## src/rtl/minibit_pkg.sv

```systemverilog
// Shared definitions for the MiniBit execute sequencer: FSM states and instruction field positions.
package minibit_pkg;

    typedef enum logic [1:0] {
        IDLE = 2'd0,
        READ = 2'd1,
        EXEC = 2'd2,
        WB   = 2'd3
    } state_e;

    localparam int NW_BIT = 4;
    localparam int DST_HI = 3;
    localparam int DST_LO = 2;
    localparam int SRC_HI = 1;
    localparam int SRC_LO = 0;

endpackage

```

## src/rtl/minibit_regfile.sv

```systemverilog
// Register file: NREGS x WIDTH, two registered operand read ports, one comb debug port, one write port.
// Latency: operands appear one edge after rd_en; writes visible on dbg_data from the write edge.
// Backpressure: none; the caller sequences reads and writes.
module minibit_regfile #(
    parameter int WIDTH = 8,
    parameter int NREGS = 4,
    parameter int AW    = $clog2(NREGS)
) (
    input  logic             clk,
    input  logic             rst,
    input  logic             we,
    input  logic [AW-1:0]    waddr,
    input  logic [WIDTH-1:0] wdata,
    input  logic             rd_en,
    input  logic [AW-1:0]    ra_addr,
    input  logic [AW-1:0]    rb_addr,
    output logic [WIDTH-1:0] a,
    output logic [WIDTH-1:0] b,
    input  logic [AW-1:0]    dbg_addr,
    output logic [WIDTH-1:0] dbg_data
);

    logic [WIDTH-1:0] mem [NREGS];

    always_ff @(posedge clk) begin
        if (rst) begin
            for (int i = 0; i < NREGS; i++) begin
                mem[i] <= '0;
            end
            a <= '0;
            b <= '0;
        end else begin
            if (we) begin
                mem[waddr] <= wdata;
            end
            if (rd_en) begin
                a <= mem[ra_addr];
                b <= mem[rb_addr];
            end
        end
    end

    assign dbg_data = mem[dbg_addr];

endmodule

```

## src/rtl/minibit_exec_seq.sv

```systemverilog
// Execute sequencer: latches an instruction, feeds ALU operands, captures result and flags, writes back.
// Latency: accept -> operands +1 -> flags/res +2 -> done during next cycle, write at +3; 4 cycles per instruction.
// Backpressure: instr_ready only in IDLE; preloads outside IDLE are dropped.
module minibit_exec_seq
    import minibit_pkg::*;
#(
    parameter int WIDTH = 8,
    parameter int NREGS = 4
) (
    input  logic             clk,
    input  logic             rst,
    input  logic [7:0]       instr,
    input  logic             instr_valid,
    output logic             instr_ready,
    output logic [7:0]       ir,
    output logic             fl_carry,
    output logic             fl_lt,
    output logic             fl_z,
    output logic [WIDTH-1:0] a,
    output logic [WIDTH-1:0] b,
    input  logic [WIDTH-1:0] o,
    input  logic             pre_carry,
    input  logic             pre_lt,
    input  logic             pre_z,
    input  logic             ld_en,
    input  logic [1:0]       ld_addr,
    input  logic [WIDTH-1:0] ld_data,
    input  logic [1:0]       dbg_addr,
    output logic [WIDTH-1:0] dbg_data,
    output logic             busy,
    output logic             done
);

    state_e           state;
    logic [WIDTH-1:0] res;
    logic             wb_we;
    logic             ld_we;
    logic             rf_we;
    logic [1:0]       rf_waddr;
    logic [WIDTH-1:0] rf_wdata;

    assign instr_ready = (state == IDLE) && !rst;
    assign busy        = (state != IDLE);
    assign done        = (state == WB) && !rst;

    // Preload and writeback are mutually exclusive by state, so a simple priority mux suffices.
    assign wb_we    = (state == WB) && !ir[NW_BIT];
    assign ld_we    = (state == IDLE) && ld_en;
    assign rf_we    = wb_we || ld_we;
    assign rf_waddr = wb_we ? ir[DST_HI:DST_LO] : ld_addr;
    assign rf_wdata = wb_we ? res : ld_data;

    always_ff @(posedge clk) begin
        if (rst) begin
            state    <= IDLE;
            ir       <= '0;
            res      <= '0;
            fl_carry <= 1'b0;
            fl_lt    <= 1'b0;
            fl_z     <= 1'b0;
        end else begin
            case (state)
                IDLE: begin
                    if (instr_valid) begin
                        ir    <= instr;
                        state <= READ;
                    end
                end
                READ: state <= EXEC;
                EXEC: begin
                    // fl_carry only changes here, so the decoder sees the previous instruction's carry.
                    res      <= o;
                    fl_carry <= pre_carry;
                    fl_lt    <= pre_lt;
                    fl_z     <= pre_z;
                    state    <= WB;
                end
                WB:      state <= IDLE;
                default: state <= IDLE;
            endcase
        end
    end

    minibit_regfile #(
        .WIDTH(WIDTH),
        .NREGS(NREGS),
        .AW   (2)
    ) u_regfile (
        .clk     (clk),
        .rst     (rst),
        .we      (rf_we),
        .waddr   (rf_waddr),
        .wdata   (rf_wdata),
        .rd_en   (state == READ),
        .ra_addr (ir[DST_HI:DST_LO]),
        .rb_addr (ir[SRC_HI:SRC_LO]),
        .a       (a),
        .b       (b),
        .dbg_addr(dbg_addr),
        .dbg_data(dbg_data)
    );

endmodule

```

## config.mk

```make
export PLATFORM = sky130hd
export DESIGN_NAME = minibit_exec_seq
export DESIGN_NICKNAME = d
export VERILOG_FILES = /design/src/rtl/minibit_pkg.sv /design/src/rtl/minibit_regfile.sv /design/src/rtl/minibit_exec_seq.sv
export SDC_FILE = /design/constraint.sdc
export NUM_CORES = 1
export LEC_CHECK = 0
export BUFFER_PORTS_ARGS = -buffer_cell sky130_fd_sc_hd__buf_2
export CAP_MARGIN = 0
export CELL_PAD_IN_SITES_DETAIL_PLACEMENT = 0
export CELL_PAD_IN_SITES_GLOBAL_PLACEMENT = 1
export CORE_MARGIN = 2
export CORE_UTILIZATION = 39
export DETAILED_ROUTE_END_ITERATION = 16
export PLACE_DENSITY_LB_ADDON = 0.1
export SYNTH_ARGS = -nofsm -noshare
export SYNTH_HDL_FRONTEND = slang
export SYNTH_SLANG_ARGS = --single-unit
```

## constraint.sdc

```tcl
create_clock -name clk -period 2.1 [get_ports clk]
set_input_delay 0.42 -clock clk [delete_from_list [all_inputs] [get_ports clk]]
set_output_delay 0.42 -clock clk [all_outputs]
set_load 0.005 [all_outputs]
```

Word level (Yosys, flattened, before mapping) --
Memory sizes are Yosys's and may differ from the RTL's. A register that Yosys moved wholly into a read port is not among the register bits. Cells that the tools add are included.
Storage, ports and cells: register bits after elaboration 21, latch bits 0, RAM bits 32, ROM bits 0, bits of input ports 35, memories kept 1
Memories:
- u_regfile.mem | depth 4, bits a word 8, rd ports 3, clocked after Yosys merged registers in 2, write ports 4, line minibit_regfile.sv:23 | logic [WIDTH-1:0] mem [NREGS];
Operators by class: add/subtract/negate cells 0, multiply operators 0, divide/modulo/power cells 0, order comparisons 0, equality and inequality tests 4, shifts and indexed selects 0, muxes and demuxes 12, bitwise gates (word level) 0, reductions and logical operators 11
Operators with widths (number):
- 8-bit 2-to-1 mux | 2
- 2-bit case mux with 4 select lines | 1
- 8-bit OR reduction | 1
- 1-bit 2-to-1 mux | 6
- 2-bit 2-to-1 mux | 3
- 2-bit == test, second input constant | 2
- 1-bit logical AND | 4
- 2-bit by 1-bit == test with 1-bit output, second input constant | 1
- 1-bit zero test | 2
- 2-bit zero test | 1
- 2-bit inequality test, second input constant | 1
- 2-bit AND reduction | 1
- 2-bit nonzero test | 1
- 1-bit logical OR | 1

Longest topological paths before layout --
Gate-level depths: netlist of the first run.
word-level depth 8, gate-level depth with buffers 7

By module --
A second synthesis of the first run with hierarchy kept.
Second synthesis, totals: cell total of the unflattened synthesis 282, area, all modules 3567.2 um2
By module, submodules not included:
- minibit_regfile | instances 1, cells each 178, area each 2483.6 um2, seq. area each 1281.2 um2
- minibit_exec_seq | instances 1, cells each 104, area each 1083.5 um2, seq. area each 420.4 um2

Worst setup path before layout of the first run --
No wires, ideal clock.
path type register to register, start point register state[0], end point memory u_regfile.mem[0][0] (enable), library setup time 387 ps, arrival 1833 ps, path slack -119 ps, stages on the path, launching flop included 6, buffers on the path 1, path through dfxtp_1 ha_1 nand2b_4 buf_6 mux2_4 o31ai_1
RTL lines:
- start: declaration | line minibit_exec_seq.sv:34 | state_e state;
- start signal: assignment | line minibit_exec_seq.sv:55 | state <= IDLE;
- start signal: assignment | line minibit_exec_seq.sv:66 | state <= READ;
- start signal: assignment | line minibit_exec_seq.sv:69 | READ: state <= EXEC;
- end: declaration | line minibit_regfile.sv:23

Worst setup path in the final report of the first run --
start point register state[0], end point output instr_ready
On the way: longest elaborated chain between the ends 2
RTL lines:
- 2-bit zero test | line minibit_exec_seq.sv:42 | assign instr_ready = (state == IDLE) && !rst;
- 1-bit logical AND | line minibit_exec_seq.sv:42
- end: declaration | line minibit_exec_seq.sv:14 | output logic instr_ready,
Every way passes these cells.

==> run summary, run 1 <==
Status - finished, final reports clean
Buffers on Ports - 72
Max VDD drop - 0.396 mV
Placed Instances - 444
Largest net degree at the start of global routing - 33
Reg2Reg Depth - 5
Post-CTS sizing - 0
Total power - 0.00427 W
HP Start - o[5]
Vias in the first global route - 2,392
CTS root buf - clkbuf_8
Sink Count - 69
Power per cell area - 1040 nW/um^2
Syn Inst Count - 272
Fmax - 0.535 GHz
Worst setup EP type - output port
Critical Path RT - 1680 ps
Worst r2r dst - u_regfile.mem[0][4]$_SDFFCE_PN0P_
Leakage - 1.71 nW
Layout area overhead - 20.2%
IO Pins - 73
Placer Congestion - 0.776
Worst slew pin tran - 441 ps
Num rows - 34
Setup violators final - 0
Post-CTS setup buffer count - 0
Final period utilization - 89.0%
Critical path class - flop to output port
Initial Util - 39.7%
CTS tree - done
Global-route usage over all layers - 16.6%
Gr ovfl total - 0
Post-synthesis sequential area ratio - 49.6%
Core Region - 8640 sq um
WL per Instance - 16.0 um
TNS Setup - 0 ps
Slew Viols, Final - 0
RSZ-0062 raised after global routing - false
Die area - 9560 sq um
Routed WL - 7340 um
Layout cells sized above 1 - 38.6%
First-pass GRT wire length - 12,400 um
Cell Area, Synth - 3430 sq um
Hold Path Class - input port to flop
N_diodes - 0
Post-Syn Nets - 312
Crit path time final - 1870 ps
Vias - 2,329
CP endpoint - instr_ready
Detailed Route Iter0 Violations - 104
Post-synth EDFFs - 32
#FFs+latches synth - 69
Clock latency on the worst-skew pair - 340 ps
Htree depth - 3
Fillcell total - 818
Arrival @ worst endpoint - 1450 ps
Die Y - 97.8 um
HPWL after DPL - 5550 um
Num CTS Buffers - 9
Final WS setup - 231 ps
Slew HR - 69.7%
Worst-path fanout max - 11
Critical path startpoint category - flop
CP startpoint - state[0]$_SDFFE_PP0P_
CTS max path bufs - 2
Initial antenna violation count - 0
Fin nets - 387
Non-Filler Instances - 460
Post-synthesis cell type count - 32
R2R Setup Slk - 280 ps
Hold buffers post-CTS - 0
R2R Path Start - state[1]$_SDFFE_PP0P_
Max-Cap Viols - 0
Final core utilization - 47.8%
Post-DRT Antenna Nets - 0
DRC - 0
First-pass detailed-route iteration total - 6
Vias per inst - 5.06
Synthesized area per cell - 12.6 sq um
Clock-pin slew on the worst setup and hold paths - 80 ps
Hold Vio Cnt, Final - 0
Pre-CTS WS - 284 ps
Most used DFF post-synth - dfxtp_1
Skew final - 10.3 ps
Asr flop ratio synth - 0%
Die width - 97.8 um
Synth warnings - 0
==> how the worst min path moves through the flow <==
stage	cells past startpoint	endpoint	slack [ps]
floorplan	2	ir[5]$_SDFFE_PP0P_	450
global placement	2	ir[5]$_SDFFE_PP0P_	440
detailed placement	2	ir[6]$_SDFFE_PP0P_	450
CTS	3	res[4]$_SDFFE_PP0P_	290
global route	3	res[6]$_SDFFE_PP0P_	310
finish	3	res[5]$_SDFFE_PP0P_	310
==> critical path, stage by stage (launching register included) <==
cell,delay [ps]
dfxtp_1,380
inv_1,90
ha_1,220
buf_4,180
inv_1,70
nor2_1,40
buf_2,130
==> synthesized netlist by cell type, drive strengths merged, types with 5 or more instances <==
cell     n  share of area (%)
mux2i   37                 11
inv      6               0.66
ha       5                1.8
nand3    8                1.2
nor3    22                3.2
a21oi    8                1.2
dfxtp   37                 22
clkbuf   7               0.77
mux4    24                 16
nor2    39                4.3
buf     16                4.0
nand2   11                1.2
edfxtp  32                 28
==> cells in the final DEF (no fill, tap or decap), types with 2 or more instances in the layout <==
master     synthesis  final
o31ai_2            0      2
a21oi_1            8      8
nor3_1            22     22
bufinv_16          0      2
nand2_1           11     11
inv_1              6      6
mux2_4             2      2
nor2_1            39     39
buf_4              0     13
buf_12             1      2
and4bb_2           2      2
dfxtp_1           37     37
nor4_1             2      2
clkbuf_8           0      9
edfxtp_1          32     32
nand3_1            8      8
mux2i_1           37     37
buf_2              6     72
mux4_2            24     24
ha_1               5      5
clkinv_2           0      2
==> metrics by stage <==
step	hold WS, ps	area, sq um
finish	311	4130
global route	310	4130
CTS	294	4130
detailed placement	449	3910
global placement	442	3910
floorplan	453	3440
==> logic make-up after synthesis <==
| kind of cell | count (synthesis) | share of synthesized area [%] |
|---|---|---|
| compound gates | 17 | 3.61 |
| fa+ha+maj | 5 | 1.82 |
| buf+inv | 29 | 5.40 |
| flops | 69 | 49.6 |
| mux | 63 | 27.4 |
| simple gates | 89 | 12.1 |
==> final cells by class <==
type | instances | area, sq um | area share [%]
clock buffer | 9 | 124 | 3.00
inverter | 6 | 22.5 | 0.546
clock inverter | 7 | 90.1 | 2.18
multi-input combinational | 174 | 1550 | 37.7
tap | 108 | 135 | 3.28
timing repair buffer | 87 | 498 | 12.1
sequential | 69 | 1700 | 41.2
==> where the power goes <==
part	total (W)	leakage (nW)	switching [W]	internal, W
combinational	0.00132	0.974	0.000661	0.000659
sequential	0.00179	0.634	0.000156	0.00164
clock	0.00116	0.107	0.000498	0.000662
==> state kept, by name (all words and copies together) (netlist names) <==
register / flops
fl_z: 1
state: 2
ir: 8
res: 8
u_regfile.mem: 32
fl_lt: 1
fl_carry: 1
u_regfile.a: 8
u_regfile.b: 8
==> routing by layer <==
metal,vias to the layer above,wire length [um],GRT usage [%]
met2,67,3300,25.2
li1,1158,-,-
met1,1099,3600,23.7
met3,5,375,4.51
met4,0,69,4.49
met5,-,0,0
Power figures use the tool's default switching activity.
==> inputs of run 2 (changes only) <==
Settings changed: ABC_AREA set to 1, CORE_UTILIZATION 39 to 35.
==> run summary, run 2 <==
Post-Syn Nets - 475 (+52%)
HPWL after DPL - 6400 um (+15%)
Crit path time final - 1820 ps (-47.4 ps)
Routed WL - 8430 um (+15%)
Hold Path Class - input port to flop
Status - finished, final reports clean
Critical path startpoint category - flop
Slew HR - 66.1% (-3.6 points)
Critical path class - flop to flop
Yosys top cell area share - 28.6% (+0.57 points)
Power per cell area - 1130 nW/um^2 (+8.9%)
Fmax - 0.549 GHz (+2.6%)
Vias per inst - 4.68 (-7.5%)
Clock latency on the worst-skew pair - 340 ps (about the same)
Most Frequent Cell on Critical Path - nand2_1
Placer Congestion - 0.774 (-0.30%)
Skew final - 10.9 ps (+0.602 ps)
First-pass GRT wire length - 13,600 um (+10%)
Final WS setup - 278 ps (+47.4 ps)
Most common cell in the netlist - nand2_1
Post-DRT Antenna Nets - 0 (unchanged)
Worst setup EP type - flop
Post-synth top cells - nand2_1 (111), o21ai_0 (60), nor2_1 (55), dfxtp_1 (37), nand3_1 (37)
Die width - 102 um (+4.3%)
WHS - 295 ps (-16.4 ps)
GR met3 Demand/Resource - 4.72% (+0.21 points)
Cell Area, Synth - 3360 sq um (-2.0%)
Post-synthesis sequential area ratio - 50.6% (+1.0 points)
Compound-gate portion of the synthesized area - 15.7% (+12 points)
Die area - 10,400 sq um (+8.8%)
Area leader, netlist - edfxtp_1
Core Region - 9280 sq um (+7.5%)
Fin nets - 547 (+41%)
Slew Viols, Final - 0 (unchanged)
Num rows - 35 (+2.9%)
Hold depth - 3 (unchanged)
R2R Setup Slk - 280 ps (about the same)
Initial antenna violation count - 0 (unchanged)
Largest net degree at the start of global routing - 37 (+12%)
Worst-path fanout max - 8 (-3)
CP peak stage delay - 380 ps (about the same)
CTS max path bufs - 2 (unchanged)
Buffers on Ports - 72 (unchanged)
Reg2Reg Depth - 7 (+2)
Layout cells sized above 1 - 20.1% (-19 points)
CTS root buf - clkbuf_8
Post-CTS sizing - 0 (unchanged)
Gr ovfl total - 0 (unchanged)
Worst slew pin tran - 505 ps (+63.9 ps)
Synth Area in XOR/XNOR - 0% (unchanged)
M1 GR Usage - 22.8% (-0.90 points)
Vias - 3,002 (+29%)
Setup violators final - 0 (unchanged)
Vias in the first global route - 2,744 (+15%)
Asr flop ratio synth - 0% (unchanged)
Post-synth EDFFs - 32 (unchanged)
Post-CTS setup buffer count - 0 (unchanged)
Detailed Route Iter0 Violations - 106 (+1.9%)
Leakage - 1.83 nW (+6.8%)
IO Pins - 73 (unchanged)
Most used DFF post-synth - dfxtp_1
Pre-CTS WS - 267 ps (-17.2 ps)
Simple logic cell fraction of the synthesized area - 25.3% (+13 points)
DRC - 0 (unchanged)
Num CTS Buffers - 9 (unchanged)
Post-synthesis adder-cell area fraction - 1.86% (+0.037 points)
Global-route usage over all layers - 16.9% (+0.30 points)
Most frequent cells in the layout - nand2_1 (111), buf_2 (72), o21ai_0 (60)
Worst-path cell chain - ha_1 -> nand2_2 -> nand2_1 -> nand2_1 -> inv_1 -> nand3_1 -> nand2_1
Max VDD drop - 0.496 mV (+25%)
Proportion of synthesized area in mux cells - 0% (-27 points)
Worst r2r dst - u_regfile.mem[2][5]$_SDFFCE_PN0P_
Htree depth - 3 (unchanged)
Slowest CP cell - dfxtp_1
Synth warnings - 0 (unchanged)
CTS tree - done
Hold Vio Cnt, Final - 0 (unchanged)
TNS Setup - 0 ps (unchanged)
Arrival @ worst endpoint - 1830 ps (+380 ps)
Max FFs per register - 32 (unchanged)
GR Layer Usage met2 - 26.6% (+1.4 points)
Busiest layer in global routing - met2
R2R Path Start - state[0]$_SDFFE_PP0P_
Synthesized area per cell - 7.73 sq um (-39%)
Sink Count - 69 (unchanged)
Hold EP - fl_z$_SDFFE_PP0P_
Top reg by flops - u_regfile.mem
Max-Cap Viols - 0 (unchanged)
Critical Path RT - 2110 ps (+430 ps)
First-pass detailed-route iteration total - 4 (-2)
Layout area overhead - 21.0%
HP Start - pre_z
Post-synthesis cell type count - 19 (-41%)
#FFs+latches synth - 69 (unchanged)
Commonest non-fill, non-tap cell in the layout - nand2_1
Syn Inst Count - 435 (+60%)
WL per Instance - 13.1 um (-18%)
Fillcell total - 969 (+18%)
Top post-synthesis cells by area - edfxtp_1 (29%), dfxtp_1 (22%), nand2_1 (12%)
Final period utilization - 86.8% (-2.3 points)
Hold buffers post-CTS - 0 (unchanged)
Main combinational cell family by area after synthesis - simple AND/OR/NAND/NOR gates
Die Y - 102 um (+4.3%)
Clock-pin slew on the worst setup and hold paths - 80 ps (about the same)
RSZ-0062 raised after global routing - false
Initial Util - 36.2% (-3.5 points)
N_diodes - 0 (unchanged)
## run 2: changes by cell type after synthesis, moves of 23 or more
cell     previous run  this run
nand2_1            11       111
o21ai_0             1        60
mux2i_1            37         0
nand3_1             8        37
mux4_2             24         0
a21oi_1             8        31
## run 2: area by class of cell
type / instances / area, sq um / area share, %
sequential: 69 / 1700 / 41.8
multi-input combinational: 312 / 1440 / 35.4
timing repair buffer: 82 / 435 / 10.7
clock inverter: 7 / 80.1 / 1.97
clock buffer: 9 / 124 / 3.05
tap: 129 / 161 / 3.97
inverter: 33 / 124 / 3.05
## run 2: report_power, final
group / internal, W / switching, W / leakage, nW
Sequential: 0.00175 / 0.000173 / 0.637
Clock: 0.000567 / 0.000552 / 0.103
Combinational: 0.000571 / 0.000970 / 1.09
Total: 0.00289 / 0.00170 / 1.83
## run 2: worst max-delay path by stage
stage	start	to	slack, ps
6_report	state[0]$_SDFFE_PP0P_	u_regfile.mem[2][5]$_SDFFCE_PN0P_	280
5_1_grt	state[0]$_SDFFE_PP0P_	u_regfile.mem[3][5]$_DFFE_PP_	90
4_1_cts	state[0]$_SDFFE_PP0P_	u_regfile.mem[3][5]$_DFFE_PP_	240
3_5_place_dp	state[0]$_SDFFE_PP0P_	u_regfile.mem[3][3]$_DFFE_PP_	270
3_3_place_gp	state[0]$_SDFFE_PP0P_	u_regfile.mem[2][3]$_SDFFCE_PN0P_	310
2_1_floorplan	state[0]$_SDFFE_PP0P_	u_regfile.mem[0][0]$_SDFFCE_PN0P_	320
## run 2: stage by stage
stage                     total power, W  utilization (%)  std cells  instance area, sq um
final                            0.00459             43.8        641                  4070
after global routing             0.00499             43.8        641                  4070
after floorplan                  0.00295                -        435                  3360
after detailed placement         0.00352             41.6        625                  3860
after CTS                        0.00465             43.8        641                  4070
after global placement           0.00350             41.6        625                  3860
## run 2: per-layer routing
metal	vias up	wire, um
met5	-	0
met4	0	117
met3	9	382
met2	73	3850
met1	1335	4080
li1	1585	-
## run 2: cell families after synthesis
| logic type | count (synthesis) |
|---|---|
| buffers and inverters | 54 |
| AOI/OAI and AO/OA | 101 |
| adders and majority gates | 5 |
| and+or+nand+nor | 206 |
| DFF | 69 |
## run 2: critical path, delay by kind of cell, from the launching register on
kind                       cells  cell delay (ps)
adders and majority gates      1              260
buffers and inverters          1              130
DFF                            1              380
and+or+nand+nor                5              720
